==> src/rtl/bcd_pkg.sv <==
// Shared definitions for the sequential BCD-to-binary converter.
// Holds the digit geometry, the controller state encoding and a helper that
// flags a nibble as a legal BCD digit (0..9).
package bcd_pkg;

  localparam int DIGIT_W   = 4;
  localparam int DIGIT_MAX = 9;

  typedef enum logic [1:0] {
    IDLE,
    CONV,
    DONE
  } state_t;

  // A nibble is a legal BCD digit when it does not exceed DIGIT_MAX.
  function automatic logic bcd_nibble_valid(input logic [DIGIT_W-1:0] nib);
    return (nib <= DIGIT_W'(DIGIT_MAX));
  endfunction

endpackage

==> src/rtl/bcd_digit_adj.sv <==
// Per-digit correction step of reverse double-dabble.
// After each right shift, a digit that reads 8 or more has received a
// half-weight bit from the digit above it (worth 5, not 8), so 3 is removed.
// Ports:
//   din  - shifted BCD nibble
//   dout - corrected nibble
module bcd_digit_adj
  import bcd_pkg::*;
(
  input  logic [DIGIT_W-1:0] din,
  output logic [DIGIT_W-1:0] dout
);

  // Only nibbles >= 8 are corrected, so the subtraction never underflows.
  assign dout = (din >= DIGIT_W'(8)) ? (din - DIGIT_W'(3)) : din;

endmodule

==> src/rtl/bcd_to_bin_seq.sv <==
// Sequential BCD-to-binary decoder using reverse double-dabble.
// A packed BCD word is accepted over a valid/ready handshake, converted with
// one shift-and-correct step per clock (BIN_W steps), and returned over a
// second valid/ready handshake. A word containing any nibble above 9 skips
// conversion and is reported with out_err=1 and out_bin=0.
// Ports:
//   clk       - clock, all state changes on the rising edge
//   rst_n     - synchronous active-low reset
//   in_valid  - BCD word present on in_bcd
//   in_ready  - converter idle and able to accept a word
//   in_bcd    - packed BCD, [3:0] units, [7:4] tens, [11:8] hundreds
//   out_valid - out_bin/out_err hold a result
//   out_ready - consumer takes the result
//   out_bin   - binary value of the accepted word
//   out_err   - accepted word had a nibble greater than 9
module bcd_to_bin_seq
  import bcd_pkg::*;
#(
  parameter int DIGITS = 3,
  parameter int BIN_W  = 10
) (
  input  logic                       clk,
  input  logic                       rst_n,
  input  logic                       in_valid,
  output logic                       in_ready,
  input  logic [DIGIT_W*DIGITS-1:0]  in_bcd,
  output logic                       out_valid,
  input  logic                       out_ready,
  output logic [BIN_W-1:0]           out_bin,
  output logic                       out_err
);

  localparam int BCD_W = DIGIT_W * DIGITS;
  localparam int SR_W  = BCD_W + BIN_W;
  localparam int CNT_W = (BIN_W > 1) ? $clog2(BIN_W) : 1;

  state_t            state_q, state_d;
  logic [SR_W-1:0]   sr_q, sr_d;
  logic [CNT_W-1:0]  cnt_q, cnt_d;
  logic [BIN_W-1:0]  out_bin_q, out_bin_d;
  logic              out_err_q, out_err_d;

  logic [SR_W-1:0]   shifted;
  logic [BCD_W-1:0]  adj_bcd;
  logic              bad_nibble;

  always_comb begin
    bad_nibble = 1'b0;
    for (int i = 0; i < DIGITS; i++) begin
      if (!bcd_nibble_valid(in_bcd[i*DIGIT_W +: DIGIT_W])) begin
        bad_nibble = 1'b1;
      end
    end
  end

  // The whole {bcd, bin} register shifts as one; the bits leaving the BCD
  // field become the next binary LSB-first bit stream.
  assign shifted = sr_q >> 1;

  for (genvar g = 0; g < DIGITS; g++) begin : g_adj
    bcd_digit_adj u_adj (
      .din  (shifted[BIN_W + g*DIGIT_W +: DIGIT_W]),
      .dout (adj_bcd[g*DIGIT_W +: DIGIT_W])
    );
  end

  always_comb begin
    state_d   = state_q;
    sr_d      = sr_q;
    cnt_d     = cnt_q;
    out_bin_d = out_bin_q;
    out_err_d = out_err_q;
    case (state_q)
      IDLE: begin
        if (in_valid) begin
          if (bad_nibble) begin
            out_bin_d = '0;
            out_err_d = 1'b1;
            state_d   = DONE;
          end else begin
            sr_d      = {in_bcd, {BIN_W{1'b0}}};
            cnt_d     = '0;
            out_err_d = 1'b0;
            state_d   = CONV;
          end
        end
      end
      CONV: begin
        sr_d  = {adj_bcd, shifted[BIN_W-1:0]};
        cnt_d = cnt_q + CNT_W'(1);
        // The final step's freshly shifted bin field is the finished result.
        if (cnt_q == CNT_W'(BIN_W - 1)) begin
          out_bin_d = shifted[BIN_W-1:0];
          state_d   = DONE;
        end
      end
      DONE: begin
        if (out_ready) begin
          state_d = IDLE;
        end
      end
      default: state_d = IDLE;
    endcase
  end

  always_ff @(posedge clk) begin
    if (!rst_n) begin
      state_q   <= IDLE;
      sr_q      <= '0;
      cnt_q     <= '0;
      out_bin_q <= '0;
      out_err_q <= 1'b0;
    end else begin
      state_q   <= state_d;
      sr_q      <= sr_d;
      cnt_q     <= cnt_d;
      out_bin_q <= out_bin_d;
      out_err_q <= out_err_d;
    end
  end

  assign in_ready  = (state_q == IDLE);
  assign out_valid = (state_q == DONE);
  assign out_bin   = out_bin_q;
  assign out_err   = out_err_q;

endmodule
==> config.mk <==
export PLATFORM = sky130hd
export DESIGN_NAME = bcd_to_bin_seq
export DESIGN_NICKNAME = d
export VERILOG_FILES = /design/src/rtl/bcd_pkg.sv /design/src/rtl/bcd_digit_adj.sv /design/src/rtl/bcd_to_bin_seq.sv
export SDC_FILE = /design/constraint.sdc
export NUM_CORES = 1
export LEC_CHECK = 0
export CORE_UTILIZATION = 55
export CTS_CLUSTER_DIAMETER = 150
export DETAILED_ROUTE_END_ITERATION = 16
export PLACE_DENSITY = 0.9
export RECOVER_POWER = 50
export SLEW_MARGIN = 25
export SYNTH_ARGS = -nofsm -noshare
export SYNTH_HDL_FRONTEND = slang
export SYNTH_SLANG_ARGS = --single-unit
==> constraint.sdc <==
create_clock -name clk -period 2.55 [get_ports clk]
set_clock_uncertainty 0.15 [all_clocks]
set_input_delay 0.255 -clock clk [delete_from_list [all_inputs] [get_ports clk]]
set_output_delay 0.255 -clock clk [all_outputs]
set_load 0.005 [all_outputs]
======== Yosys cells after proc, flatten, opt, wreduce, memory -nomap -nowiden ========
Index checks and enable logic that the tools add are counted.
cells by class
  add/subtract/negate cells ............... 4
  order comparisons ....................... 6
  equal/unequal tests ..................... 8
  muxes and demuxes ....................... 22
  reductions and logical operators ........ 6
operators with widths
  kind                   count
  $mux W22               2
  $pmux W22 S2           1
  $mux W10               3
  $mux W4                5
  $pmux W10 S2           1
  $le A4 B4 Y1 const B   3
  $ge A4 B4 Y1 const B   2
  $mux W2                4
  $pmux W4 S2            1
  $sub A4 B2 Y4 const B  2
  $ne A2 B2 Y1 const B   3
  $pmux W2 S3            1
  $reduce_and A3 Y1      2
  $add A4 B1 Y4 const B  1
  $eq A4 B4 Y1 const B   1
  $ge A3 B4 Y1 const B   1
  $mux W1                4
  $ne A2 B1 Y1 const B   2
  $reduce_and A4 Y1      1
  $sub A3 B2 Y4 const B  1
  $eq A2 B1 Y1 const B   1
  $eq A2 B2 Y1 const B   1
  $logic_not A2 Y1       1
  $reduce_and A2 Y1      1
  $reduce_bool A2 Y1     1
word-level totals
  flip-flop bits (word level) ............. 39
  output and inout bits ................... 13
  word-level logic and storage cells ...... 51

======== Logic depth before layout (Yosys ltp) ========
Gate-level depths: netlist (run 1).
  depth after elaboration ................. 7
  mapped depth ............................ 7
  depth with buffers taken out ............ 6

======== Modules after synthesis ========
From an unflattened synthesis (run 1), not the netlist that was laid out.
unflattened totals
  cell total of the unflattened synthesis .. 204
  area total of the unflattened synthesis .. 1846.8 µm²
by module, submodules not included
  module          times used  cells each  area an instance (µm²)
  bcd_to_bin_seq  1           171         1617.8
  bcd_digit_adj   3           11          76.3

======== Worst setup path after synthesis (run 1) ========
OpenSTA, ideal clock, no wires.
  kind .................................... flip-flop to flip-flop
  start point ............................. register cnt_q[0]
  end point ............................... register out_bin_q[0] (netlist: out_bin[0])
  data arrival time ....................... 1.339 ns
  required time ........................... 2.281 ns
  setup slack ............................. 0.942 ns
  cell stages (with the launch flop) ...... 7
  period minus slack after synthesis ...... 1.608 ns
  path through ............................ dfxtp_1 -> ha_1 -> and3b_1 -> nand2_1 -> a311oi_1 -> buf_2 -> o21ai_1
on the way
  word-level cells in the longest chain between the ends .. 3
ends and longest elaborated chain
  what                         RTL line               RTL
  start, declared              bcd_to_bin_seq.sv:39   logic [CNT_W-1:0] cnt_q, cnt_d;
  start signal, assigned       bcd_to_bin_seq.sv:116  cnt_q <= cnt_d;
  $eq A4 B4 Y1                 bcd_to_bin_seq.sv:92   if (cnt_q == CNT_W'(BIN_W - 1)) begin
  $ne A2 B2 Y1 (no line)       -
  $reduce_and A4 Y1 (no line)  -
  end signal, assigned         bcd_to_bin_seq.sv:117  out_bin_q <= out_bin_d;
  end, declared                bcd_to_bin_seq.sv:40   logic [BIN_W-1:0] out_bin_q, out_bin_d;
No other way between the ends.
A chain may end at the register's enable or synchronous reset.

======== Worst setup path in the final report (run 1) ========
  start point ............................. register state_q[1]
  end point ............................... output port out_valid
on the way
  word-level cells in the longest chain between the ends .. 1
ends and longest elaborated chain
  what                    RTL line               RTL
  start, declared         bcd_to_bin_seq.sv:37   state_t state_q, state_d;
  start signal, assigned  bcd_to_bin_seq.sv:114  state_q <= state_d;
  $eq A2 B2 Y1            bcd_to_bin_seq.sv:123  assign out_valid = (state_q == DONE);
  end, declared           bcd_to_bin_seq.sv:27   output logic out_valid,
No other way between the ends.

==> flow_metrics.env, run 1 <==
export IMPL_vdd_drop_max_v=0.0002895
export IMPL_min_to="out_bin[7]"
export IMPL_dieArea_um2=3398
export IMPL_place_gp_congestion=0.8409
export IMPL_ant_nets=0
export IMPL_stdcell_count=275
export IMPL_routed_wl_mm=3.830
export IMPL_die_y_um=58.30
export IMPL_cts_setup_buffers=0
export IMPL_finalWorstSetupSlack_ns=0.5670
export IMPL_cp_max_fo=9
export IMPL_grt_max_degree=19
export IMPL_fin_crit_ns=1.983
export IMPL_portBuffers=28
export IMPL_layout_nets=252
export IMPL_hold_buffers=0
export IMPL_fin_crit_sh_pct=77.76
export IMPL_ys_top_cells_by_area="dfxtp_1 44%, nand2_1 5.8%, mux2i_1 5.2%"
export IMPL_core_um2=3028
export IMPL_placed_area_um2=2061
export IMPL_max_slew_margin_pct=55.72
export IMPL_status="finished, final reports clean"
export IMPL_grt_pass1_vias=1425
export IMPL_seqCellArea_um2=760.7
export IMPL_worstHoldStart="out_bin[7]"
export IMPL_finalHoldViolations=0
export IMPL_worstSetupPathType="reg2out"
export IMPL_cts_buffer_depth=2
export IMPL_avgSynthCellArea_um2=8.715
export IMPL_drt_iter0_markers=74
export IMPL_layout_common_cells="38 x dfxtp_1, 27 x nand2_1, 17 x clkdlybuf4s50_1, 16 x nor2_1, 14 x a21oi_1"
export IMPL_r2r_start="state_q[1]"
export IMPL_numCtsBuffers=5
export IMPL_avgViaCountPerCell=5.687
export IMPL_synth_edf_count=0
export IMPL_synth_seq_cells=38
export IMPL_rsz0062_at_grt="no"
export IMPL_first_pass_iters=4
export IMPL_cap_violations=0
export IMPL_power_per_cell_area_nw_per_um2=611.9
export IMPL_clkLatencyLatePin_ns=0.36
export IMPL_netlist_area_leader_share_pct=43.65
export IMPL_worst_slew_pin_slew_ns=0.6556
export IMPL_hold_class="reg2reg"
export IMPL_boundaryPins=29
export IMPL_cts_clk_slew_worst_paths_ns=0.12
export IMPL_drive_gt1_share_pct=7.359
export IMPL_timing_rr_end="cnt_q[2]"
export IMPL_grt_overflow=0
export IMPL_setup_viol=0
export IMPL_crit_arrival_ns=1.58
export IMPL_critPathLaunchType="flip-flop"
export IMPL_die_w_um=58.30
export IMPL_drc=0
export IMPL_pre_cts_ws_ns=0.5261
export IMPL_dr_total_vias=1564
export IMPL_rrSetupSlack_ns=0.57
export IMPL_ys_flop_type="dfxtp_1"
export IMPL_antenna_found_initial=0
export IMPL_worstHoldPathCells=2
export IMPL_initial_core_util_pct=57.56
export IMPL_antennaDiodeCount=0
export IMPL_maxSlewViolCount=0
export IMPL_endpoint_kind="output port"
export IMPL_syn2layout_area_growth_pct=23.26
export IMPL_fin_tns_setup_ns=0
export IMPL_p_leak_nw=0.8719
export IMPL_rr_worst_depth=5
export IMPL_dp_hpwl_mm=2.738
export IMPL_layout_commonest_cell="dfxtp_1"
export IMPL_multi_input_area_um2=870.8
export IMPL_synth_net_count=222
export IMPL_netlist_area_um2=1743
export IMPL_grt_use_total_pct=25.50
export IMPL_max_freq_mhz=504.3
export IMPL_yosys_warnings=0
export IMPL_fin_area_um2=2148
export IMPL_placementRows=20
export IMPL_wl_per_cell_um=13.93
export IMPL_synth_largest_area_cell="dfxtp_1"
export IMPL_cts_tree="yes"
export IMPL_postSynthCellCount=200
export IMPL_root_buffer="clkbuf_4"
export IMPL_crit_required_ns=2.14
export IMPL_cts_resized=0
export IMPL_yosysSeqAreaShare_pct=43.65
export IMPL_ctsHtreeMaxLevel=2
export IMPL_async_flop_share_pct=0
export IMPL_grt_pass1_wl_mm=6.396
export IMPL_n_fill_cell=241
export IMPL_cts_sinks=38
export IMPL_dp_cells=267
export IMPL_yosysUniqueCellTypes=37
[where the power goes]
group / total, mW / internal (mW) / switching (mW)
sequential: 0.636 / 0.612 / 0.0238
combinational: 0.155 / 0.0753 / 0.0799
clock: 0.523 / 0.307 / 0.217
total: 1.31 / 0.994 / 0.320
[synth_stat cells, types with 2 or more instances]
| library cell | number |
|---|---|
| a22oi_1 | 9 |
| nand3_1 | 3 |
| inv_1 | 6 |
| buf_4 | 3 |
| a21o_1 | 2 |
| a31oi_1 | 4 |
| dfxtp_1 | 38 |
| ha_1 | 6 |
| o21ai_1 | 10 |
| o21ai_0 | 9 |
| nand2b_1 | 3 |
| xor2_1 | 2 |
| nor2_1 | 16 |
| nand4_1 | 5 |
| mux2i_1 | 9 |
| nand2_1 | 27 |
| a21oi_1 | 14 |
| buf_2 | 5 |
| a221oi_1 | 2 |
| xnor2_1 | 2 |
| nor3_1 | 2 |
| clkbuf_1 | 3 |
| nor2b_1 | 5 |
| o21ai_2 | 2 |
[cells by family after synthesis]
logic type	share of synthesized area, %
AND/OR/NAND/NOR	18.31
adder cells (fa/ha/maj)	4.307
multiplexers	5.169
flip-flops	43.65
buffers and inverters	5.527
XOR/XNOR	2.010
AO/OA/AOI/OAI	21.03
[worst max-delay path by stage]
stage / cells past startpoint / slack (ns) / start / endpoint
3_5_place_dp: 6 / 0.53 / in_bcd[2] / cnt_q[2]
3_3_place_gp: 5 / 0.63 / in_valid / cnt_q[3]
2_1_floorplan: 6 / 0.94 / cnt_q[0] / out_bin[0]
6_report: 2 / 0.57 / state_q[1] / out_valid
5_1_grt: 5 / 0.43 / state_q[1] / cnt_q[2]
4_1_cts: 2 / 0.51 / state_q[1] / out_valid
[per-stage QoR]
step           util [%]  total power, mW  hold slack (ns)
2_1_floorplan         -           0.7416           0.2749
3_3_place_gp      68.06           0.8012           0.2886
3_5_place_dp      68.06           0.8074           0.2900
4_1_cts           71.57            1.322           0.3075
5_1_grt           70.95            1.355           0.3251
6_report          70.95            1.315           0.3022
[per-layer routing]
layer  share of wire, %  GRT usage, %
met4                3.0         12.93
met3                5.1         6.813
met1                 44         31.36
met2                 48         41.38
met5                  0             0
[area by class of cell]
class,instances,area share (%)
multi-input cells,143,40.54
flip-flops and latches,38,35.41
repair buffers,35,15.32
clock inverters,3,3.203
well taps,44,2.563
clock buffers,5,1.747
inverters,7,1.223
[worst max-delay path: stages, from the launching register on]
cell and delay [ns]:
dfxtp_1 0.50, nor2b_1 0.20, clkdlybuf4s50_1 0.52
[sequential cells by signal (all words and copies together), names as in the netlist]
| signal | flops |
|---|---|
| sr_q | 21 |
| out_err | 1 |
| cnt_q | 4 |
| state_q | 2 |
| out_bin | 10 |
Note: power is estimated with default switching activity, not from simulation.
==> run 2: changes to the inputs <==
Settings changed: CORE_UTILIZATION 55 to 52, PLACE_DENSITY 0.9 to 0.86.
Clock period 2.55 ns to 1.9 ns, I/O delays scaled along.
==> run 2 against run 1 <==
Net effect:
- register-to-register slack worse by 0.39 ns
- flip-flop and latch count unchanged
- via count down 4.9%
- clock-buffer cell count did not move
- critical path depth stayed put
- sequential power up 34%
==> flow_metrics.env, run 2 (synthesized netlist as in run 1, its figures left out) <==
export IMPL_status="finished, final reports clean"
export IMPL_max_slew_margin_pct=64.19
export IMPL_ctsHtreeMaxLevel=2
export IMPL_boundaryPins=29
export IMPL_rr_worst_depth=5
export IMPL_grt_pass1_vias=1388
export IMPL_dp_cells=270
export IMPL_routed_wl_mm=3.618
export IMPL_r2r_start="state_q[0]"
export IMPL_startpoint="state_q[1]"
export IMPL_place_gp_congestion=0.8388
export IMPL_n_fill_cell=258
export IMPL_rrSetupSlack_ns=0.18
export IMPL_endpoint="out_valid"
export IMPL_timing_rr_end="sr_q[1]"
export IMPL_largest_reg_flops=21
export IMPL_layout_common_cells="37 x dfxtp_1, 27 x nand2_1, 17 x clkdlybuf4s50_1, 16 x nor2_1, 14 x a21oi_1"
export IMPL_worstSetupPathType="reg2out"
export IMPL_rsz0062_at_grt="no"
export IMPL_wl_per_cell_um=13.01
export IMPL_dp_hpwl_mm=2.561
export IMPL_endpoint_kind="output port"
export IMPL_antenna_found_initial=0
export IMPL_dr_total_vias=1488
export IMPL_drt_iter0_markers=39
export IMPL_die_y_um=59.90
export IMPL_syn2layout_area_growth_pct=24.48
export IMPL_antennaDiodeCount=0
export IMPL_cts_clk_slew_worst_paths_ns=0.12
export IMPL_core_um2=3128
export IMPL_clkLatencyLatePin_ns=0.36
export IMPL_first_pass_iters=4
export IMPL_vdd_drop_max_v=0.0006579
export IMPL_stdcell_count=278
export IMPL_cts_sinks=38
export IMPL_layout_commonest_cell="dfxtp_1"
export IMPL_dieArea_um2=3587
export IMPL_cts_buffer_depth=2
export IMPL_die_w_um=59.90
export IMPL_initial_core_util_pct=55.72
export IMPL_crit_required_ns=1.56
export IMPL_grt_overflow=0
export IMPL_crit_arrival_ns=1.51
export IMPL_power_per_cell_area_nw_per_um2=812.3
export IMPL_fin_tns_setup_ns=0
export IMPL_finalHoldViolations=0
export IMPL_p_leak_nw=0.8935
export IMPL_max_freq_mhz=540.3
export IMPL_top_register="sr_q"
export IMPL_setup_viol=0
export IMPL_grt_use_total_pct=23.66
export IMPL_fin_crit_ns=1.851
export IMPL_hold_ws_ns=0.3022
export IMPL_grt_pass1_wl_mm=6.147
export IMPL_fin_crit_sh_pct=97.42
export IMPL_ant_nets=0
export IMPL_placementRows=20
export IMPL_portBuffers=28
export IMPL_layout_nets=255
export IMPL_worst_slew_pin_slew_ns=0.5371
export IMPL_hold_class="reg2reg"
export IMPL_cap_violations=0
export IMPL_numCtsBuffers=5
export IMPL_maxSlewViolCount=0
export IMPL_grt_max_degree=17
export IMPL_drc=0
export IMPL_cts_tree="yes"
export IMPL_drive_gt1_share_pct=9.402
export IMPL_avgViaCountPerCell=5.353
export IMPL_critPathLaunchType="flip-flop"
export IMPL_cp_max_fo=9
export IMPL_root_buffer="clkbuf_4"
[run 2: timing repair]
action	in CTS	in global routing
setup endpoints to repair	1	0
hold buffers	0	0
setup buffers	0	0
gates resized for setup	1	0
[run 2: worst max-delay path: stages, from the launching register on]
cell             delay [ns]
dfxtp_2                0.46
nor2b_1                0.18
clkdlybuf4s50_1        0.51
[run 2: worst min path at each step]
stage                           from          to  slack, ns  cells past startpoint
after global routing       in_bcd[7]    sr_q[17]       0.30                      3
after CTS                  in_bcd[8]    sr_q[18]       0.30                      3
after floorplan            in_bcd[3]    sr_q[13]       0.21                      2
after detailed placement  out_bin[3]  out_bin[3]       0.29                      2
after global placement    out_bin[6]  out_bin[6]       0.29                      2
final                     out_bin[9]  out_bin[9]       0.30                      2
[run 2: routing by layer]
metal / global-route usage [%] / part of all wire (%) / vias up
li1: - / - / 765
met1: 29.25 / 46 / 691
met2: 39.05 / 49 / 26
met3: 7.143 / 3.8 / 6
met4: 7.973 / 1.5 / 0
met5: 0 / 0 / -
[run 2: report_power, final]
group / internal, mW / switching [mW] / total, mW
clock: 0.411 / 0.286 / 0.697
sequential: 0.822 / 0.0324 / 0.855
combinational: 0.107 / 0.103 / 0.210
total: 1.34 / 0.421 / 1.76
[run 2: area by class of cell]
class / instances / area (µm²) / area share (%)
inverter: 7 / 26.28 / 1.211
sequential: 38 / 762.0 / 35.12
tap: 44 / 55.05 / 2.537
clock inverter: 3 / 68.82 / 3.172
clock buffer: 5 / 37.54 / 1.730
timing repair buffer: 38 / 352.8 / 16.26
multi-input combinational: 143 / 867.1 / 39.97
[run 2: through the flow]
step / power, mW / setup WS, ns / cell area [µm²] / util, %
floorplan: 0.9953 / 0.2916 / 1743 / -
global placement: 1.083 / 0.1243 / 2083 / 66.60
detailed placement: 1.088 / 0.08212 / 2083 / 66.60
CTS: 1.776 / 0.04371 / 2191 / 70.04
global route: 1.838 / 0.001024 / 2170 / 69.36
finish: 1.762 / 0.04908 / 2170 / 69.36
